===== src/rtl/rv32i_dmem_arbiter.sv =====
// Two-port (core / debug) data-memory arbiter for an RV32I core.
// One transaction every three cycles: IDLE samples and latches the winner,
// ACCESS drives the memory strobe, RESP returns aligned read data or error.
module rv32i_dmem_arbiter #(
   parameter int unsigned N            = 32,
   parameter int unsigned DMEM_BYTES   = 256,
   parameter int unsigned STARVE_LIMIT = 4
) (
   input  logic         i_clk,
   input  logic         i_rst,
   input  logic         i_c_req,
   input  logic         i_c_we,
   input  logic [1:0]   i_c_size,
   input  logic [N-1:0] i_c_addr,
   input  logic [N-1:0] i_c_wdata,
   output logic         o_c_gnt,
   output logic         o_c_done,
   input  logic         i_d_req,
   input  logic         i_d_we,
   input  logic [1:0]   i_d_size,
   input  logic [N-1:0] i_d_addr,
   input  logic [N-1:0] i_d_wdata,
   output logic         o_d_gnt,
   output logic         o_d_done,
   output logic [N-1:0] o_rdata,
   output logic         o_err,
   output logic         o_mem_en,
   output logic         o_mem_we,
   output logic [3:0]   o_mem_be,
   output logic [N-1:0] o_mem_addr,
   output logic [N-1:0] o_mem_wdata,
   input  logic [N-1:0] i_mem_rdata
);

   localparam int unsigned CntW = (STARVE_LIMIT < 1) ? 1 : $clog2(STARVE_LIMIT + 1);
   localparam logic [CntW-1:0] CntMax = CntW'(STARVE_LIMIT);
   localparam logic [N:0] DmemLimit = (N+1)'(DMEM_BYTES);

   typedef enum logic [1:0] {StIdle, StAccess, StResp} state_e;

   state_e          r_state;
   logic [CntW-1:0] r_cnt;
   logic            r_owner;    // 0 core, 1 debug
   logic            r_we;
   logic [1:0]      r_size;
   logic [1:0]      r_addr_lo;
   logic            r_err;
   logic            r_c_gnt, r_d_gnt, r_c_done, r_d_done;
   logic            r_mem_en, r_mem_we;
   logic [3:0]      r_mem_be;
   logic [N-1:0]    r_mem_addr, r_mem_wdata;

   logic            w_any_req, w_d_win;
   logic            w_we, w_err;
   logic [1:0]      w_size;
   logic [N-1:0]    w_addr, w_wdata, w_wdata_rep;
   logic [3:0]      w_be;
   logic [N-1:0]    w_shift, w_rdata;

   // Pick the winner and pre-decode its command (error, lanes, store data).
   always_comb begin
      w_any_req = i_c_req | i_d_req;
      // Debug only overtakes a pending core request once the core has starved it.
      w_d_win   = i_d_req & (~i_c_req | (r_cnt == CntMax));
      w_we      = w_d_win ? i_d_we    : i_c_we;
      w_size    = w_d_win ? i_d_size  : i_c_size;
      w_addr    = w_d_win ? i_d_addr  : i_c_addr;
      w_wdata   = w_d_win ? i_d_wdata : i_c_wdata;

      w_err = ({1'b0, w_addr} >= DmemLimit)
            | (w_size == 2'b11)
            | ((w_size == 2'b01) & w_addr[0])
            | ((w_size == 2'b10) & (w_addr[1:0] != 2'b00));

      w_be        = 4'b0000;
      w_wdata_rep = w_wdata;
      case (w_size)
         2'b00: begin
            w_be        = 4'b0001 << w_addr[1:0];
            w_wdata_rep = {(N/8){w_wdata[7:0]}};
         end
         2'b01: begin
            w_be        = 4'b0011 << w_addr[1:0];
            w_wdata_rep = {(N/16){w_wdata[15:0]}};
         end
         2'b10: w_be = 4'b1111;
         default: w_be = 4'b0000;
      endcase
   end

   // Arbitration FSM with registered grant/done pulses and memory command.
   always_ff @(posedge i_clk) begin
      if (i_rst) begin
         r_state     <= StIdle;
         r_cnt       <= '0;
         r_owner     <= 1'b0;
         r_we        <= 1'b0;
         r_size      <= 2'b00;
         r_addr_lo   <= 2'b00;
         r_err       <= 1'b0;
         r_c_gnt     <= 1'b0;
         r_d_gnt     <= 1'b0;
         r_c_done    <= 1'b0;
         r_d_done    <= 1'b0;
         r_mem_en    <= 1'b0;
         r_mem_we    <= 1'b0;
         r_mem_be    <= 4'b0000;
         r_mem_addr  <= '0;
         r_mem_wdata <= '0;
      end else begin
         r_c_gnt     <= 1'b0;
         r_d_gnt     <= 1'b0;
         r_c_done    <= 1'b0;
         r_d_done    <= 1'b0;
         r_mem_en    <= 1'b0;
         r_mem_we    <= 1'b0;
         r_mem_be    <= 4'b0000;
         r_mem_addr  <= '0;
         r_mem_wdata <= '0;
         unique case (r_state)
            StIdle: begin
               if (!i_d_req || w_d_win) begin
                  r_cnt <= '0;
               end else if (r_cnt != CntMax) begin
                  r_cnt <= r_cnt + 1'b1;
               end
               if (w_any_req) begin
                  r_state   <= StAccess;
                  r_owner   <= w_d_win;
                  r_we      <= w_we;
                  r_size    <= w_size;
                  r_addr_lo <= w_addr[1:0];
                  r_err     <= w_err;
                  r_c_gnt   <= ~w_d_win;
                  r_d_gnt   <= w_d_win;
                  // A faulting command is granted but never reaches memory.
                  if (!w_err) begin
                     r_mem_en    <= 1'b1;
                     r_mem_we    <= w_we;
                     r_mem_be    <= w_be;
                     r_mem_addr  <= {w_addr[N-1:2], 2'b00};
                     r_mem_wdata <= w_wdata_rep;
                  end
               end
            end
            StAccess: begin
               r_state  <= StResp;
               r_c_done <= ~r_owner;
               r_d_done <= r_owner;
            end
            StResp: r_state <= StIdle;
            default: r_state <= StIdle;
         endcase
      end
   end

   // Memory data arrives during RESP, so read alignment is combinational there.
   always_comb begin
      w_shift = i_mem_rdata >> {r_addr_lo, 3'b000};
      w_rdata = '0;
      if ((r_state == StResp) && !r_we && !r_err) begin
         case (r_size)
            2'b00:   w_rdata = {{(N-8){1'b0}}, w_shift[7:0]};
            2'b01:   w_rdata = {{(N-16){1'b0}}, w_shift[15:0]};
            2'b10:   w_rdata = w_shift;
            default: w_rdata = '0;
         endcase
      end
   end

   assign o_c_gnt     = r_c_gnt;
   assign o_d_gnt     = r_d_gnt;
   assign o_c_done    = r_c_done;
   assign o_d_done    = r_d_done;
   assign o_rdata     = w_rdata;
   assign o_err       = (r_state == StResp) & r_err;
   assign o_mem_en    = r_mem_en;
   assign o_mem_we    = r_mem_we;
   assign o_mem_be    = r_mem_be;
   assign o_mem_addr  = r_mem_addr;
   assign o_mem_wdata = r_mem_wdata;

endmodule


===== config.mk =====
export PLATFORM = sky130hd
export DESIGN_NAME = rv32i_dmem_arbiter
export DESIGN_NICKNAME = d
export VERILOG_FILES = /design/src/rtl/rv32i_dmem_arbiter.sv
export SDC_FILE = /design/constraint.sdc
export NUM_CORES = 1
export LEC_CHECK = 0
export ABC_AREA = 1
export CORE_AREA = 2 2 109 111
export CTS_BUF_LIST = sky130_fd_sc_hd__clkbuf_8
export CTS_CLUSTER_SIZE = 25
export DETAILED_ROUTE_END_ITERATION = 6
export DIE_AREA = 0 0 111 113
export GPL_TIMING_DRIVEN = 0
export HOLD_SLACK_MARGIN = 0.03
export PLACE_DENSITY_LB_ADDON = 0.3
export SYNTH_ARGS = -nofsm -noshare
export SYNTH_HDL_FRONTEND = slang
export SYNTH_SLANG_ARGS = --single-unit

===== constraint.sdc =====
create_clock -name i_clk -period 4.6 [get_ports i_clk]
set_input_delay 0.46 -clock i_clk [delete_from_list [all_inputs] [get_ports i_clk]]
set_output_delay 0.46 -clock i_clk [all_outputs]
set_load 0.05 [all_outputs]

==> out/metrics.cfg <==
[setup_path]
critPathMaxStageDelay_ps = 830
cp_slowest_cell = clkdlybuf4s50_1
worstSetupEndpointType = primary output
path_cells = clkbuf_1 -> clkbuf_1 -> o21ai_0 -> nand2_1 -> nand2_1 -> a31oi_1 -> clkdlybuf4s50_1
critPathLaunchType = flop
crit_buf_inv = 3
cp_max_fo = 10
cpLargestDelayFamily = buffers and inverters
critPathRequiredTime_ps = 4140
critPathKind = reg2out
critPathArrivalTime_ps = 2840

[run]
maxCapViolCount = 0

[logic_synthesis]
async_flop_share_pct = 0
synthDistinctLibCells = 32
syn_area_per_cell_um2 = 6.78
yosysTopAreaCell = dfxtp_1
ys_warn_count = 0
ys_seq_elements = 84
synth_seq_area_share_pct = 39.3
synthTopCellsByArea = dfxtp_1, nand2_1, nor2_1
syn_inst = 632
synth-edff-count = 0
ys.flop_type = dfxtp_1
netlist.area_leader.share_pct = 39.3
syn-cell-area_um2 = 4280

[floorplanning]
rows = 39
start_util_pct = 38.0
die_h_um = 113
io_pins = 277
core_um2 = 11300
die_area_um2 = 12500
die_width_um = 111

[clock_network]
cts_setup_buffers = 0
insertion_delay_ps = 350
ctsHoldBuffers = 0
tritoncts.num_buffers = 9
ctsLongestPathBuffers = 2
clk_pin_slew_worst_paths_ps = 90
cts.htree.levels = 3
cts_sinks = 84
cts-resized-gates = 0
ctsRootBufferMaster = clkbuf_8
cts_tree = yes

[worst_hold_path]
hp-class = reg2reg

[power]
power_leakage_nw = 3.37
finalPower_mw = 1.77
p_per_area_nw_per_um2 = 236
irDropWorstVdd_mv = 0.187

[routing]
post_drt_via_cell_ratio = 4.54
wire_per_inst_um = 13.4
drc = 0
first_pass_iters = 4
final_antenna_net_count = 0
first_iter_violations = 350
vias = 4939
routed_wl_um = 14600

[timing]
slew_violations = 0
clock.fmax_mhz = 303
min_period_over_period_pct = 71.8
fin_tns_setup_ps = 0
whs_ps = 420
worst_pin_slew_ps = 674
final.min_clock_period_ps = 3300
finalSetupViolCount = 0
rsz0062_at_grt = no
hold_violations = 0
fin_skew_ps = 9.02
slew_headroom_pct = 54.8

[global_routing]
grt_pass1_vias = 4690
antenna_found_initial = 0
grt_use_total_pct = 23.0
grt_max_degree = 19
globalRouteOverflowTotal = 0
grt_pass1_wl_um = 23300

[run_status]
outcome = completed

[placed_design]
dp_hpwl_um = 11600
gp_routability_congestion = 0.819
io_buffers = 273

[cells_and_area]
layout.nets = 1113
utilization_pct = 66.4
drive_above_1_share_pct = 7.29
fill_cells = 1041
antenna_cells = 0
area_growth_pct = 74.8

## cells by family (layout without fill, tap and decap cells)
| group | after synthesis | count (layout) | synth area share (%) |
|---|---|---|---|
| xor gates and xnor gates | 2 | 2 | 0.409 |
| AOI/OAI and AO/OA | 86 | 86 | 11.7 |
| DFF | 84 | 84 | 39.3 |
| muxes | 17 | 17 | 3.97 |
| adders and majority gates | 2 | 2 | 0.584 |
| other | 1 | 26 | 0.0876 |
| and+or+nand+nor | 339 | 339 | 33.3 |
| buffers and inverters | 101 | 390 | 10.7 |
## power breakdown
group          internal, mW  switching [mW]  total (mW)  leakage, nW
sequential            0.749         0.00766       0.756        0.688
clock                 0.215           0.301       0.516        0.102
combinational         0.236           0.259       0.496         2.58
## metrics by stage
stage	instances	worst slack, ps	area (µm²)
6_report	1089	1300	7490
5_1_grt	1089	983	7490
4_1_cts	1089	1270	7490
3_5_place_dp	1073	1680	7290
3_3_place_gp	1073	1650	7290
2_1_floorplan	657	1800	4380
## worst register-to-register path, cell delays in order (launching register included)
cell	delay, ps
dfxtp_1	340
inv_1	60
ha_1	200
nand2_2	90
nand2_4	80
nand2_4	140
buf_6	160
buf_2	230
buf_2	360
nor2_1	120
a22oi_1	270
nand2_1	90
## synth_stat cells (all sizes together) (8+ instances only)
library cell and count:
inv 66, a31oi 11, nand3b 10, nand2 212, nor2 88, o21a 8, clkbuf 13, or2 12
o21ai 41, buf 21, nand3 9, a21oi 13, mux2i 17, dfxtp 84
## cells in the final DEF (no fill, tap or decap), drive strengths merged, types with 12 or more instances in the layout
cell type / count
a21oi: 13
buf: 21
clkbuf: 22
clkdlybuf4s50: 273
conb: 26
dfxtp: 84
inv: 69
mux2i: 17
nand2: 212
nor2: 88
o21ai: 41
or2: 12
## final timing paths
kind                                                start                  end  slack, ps  depth (start not counted)
worst max-delay path            r_addr_lo[0]$_SDFFE_PP0P_           o_rdata[7]       1300                          7
worst max register to register      r_cnt[0]$_SDFFE_PP0P_    r_we$_SDFFE_PP0P_       2320                         11
worst min register to register       r_owner$_SDFFE_PP0P_  o_c_done$_SDFF_PP0_        420                          1
worst min-delay path                 r_owner$_SDFFE_PP0P_  o_c_done$_SDFF_PP0_        420                          1
## routing by layer
layer  track usage (%)  up-vias  part of all wire [%]
met5                 0        -                     0
met4              4.33        0                   1.1
met3              7.50       10                   7.6
met2              41.6      195                    50
met1              26.9     2171                    41
li1                  -     2563                     -
## layout make-up
cell class | instances | area [µm²] | area share [%]
plain buffers | 34 | 205 | 2.74
clock buffers | 9 | 124 | 1.65
clock inverters | 7 | 76.3 | 1.02
inverters | 67 | 251 | 3.36
multi-input cells | 472 | 2240 | 29.9
flip-flops and latches | 84 | 1680 | 22.5
well taps | 143 | 179 | 2.39
repair buffers | 273 | 2730 | 36.5
## registers in the layout, summed over array words and instances (netlist names), 2 cells and up
signal,cells
o_mem_wdata,32
o_mem_addr,30
r_state,2
r_size,2
o_mem_be,4
r_cnt,3
r_addr_lo,2
Power figures use the tool's default switching activity.
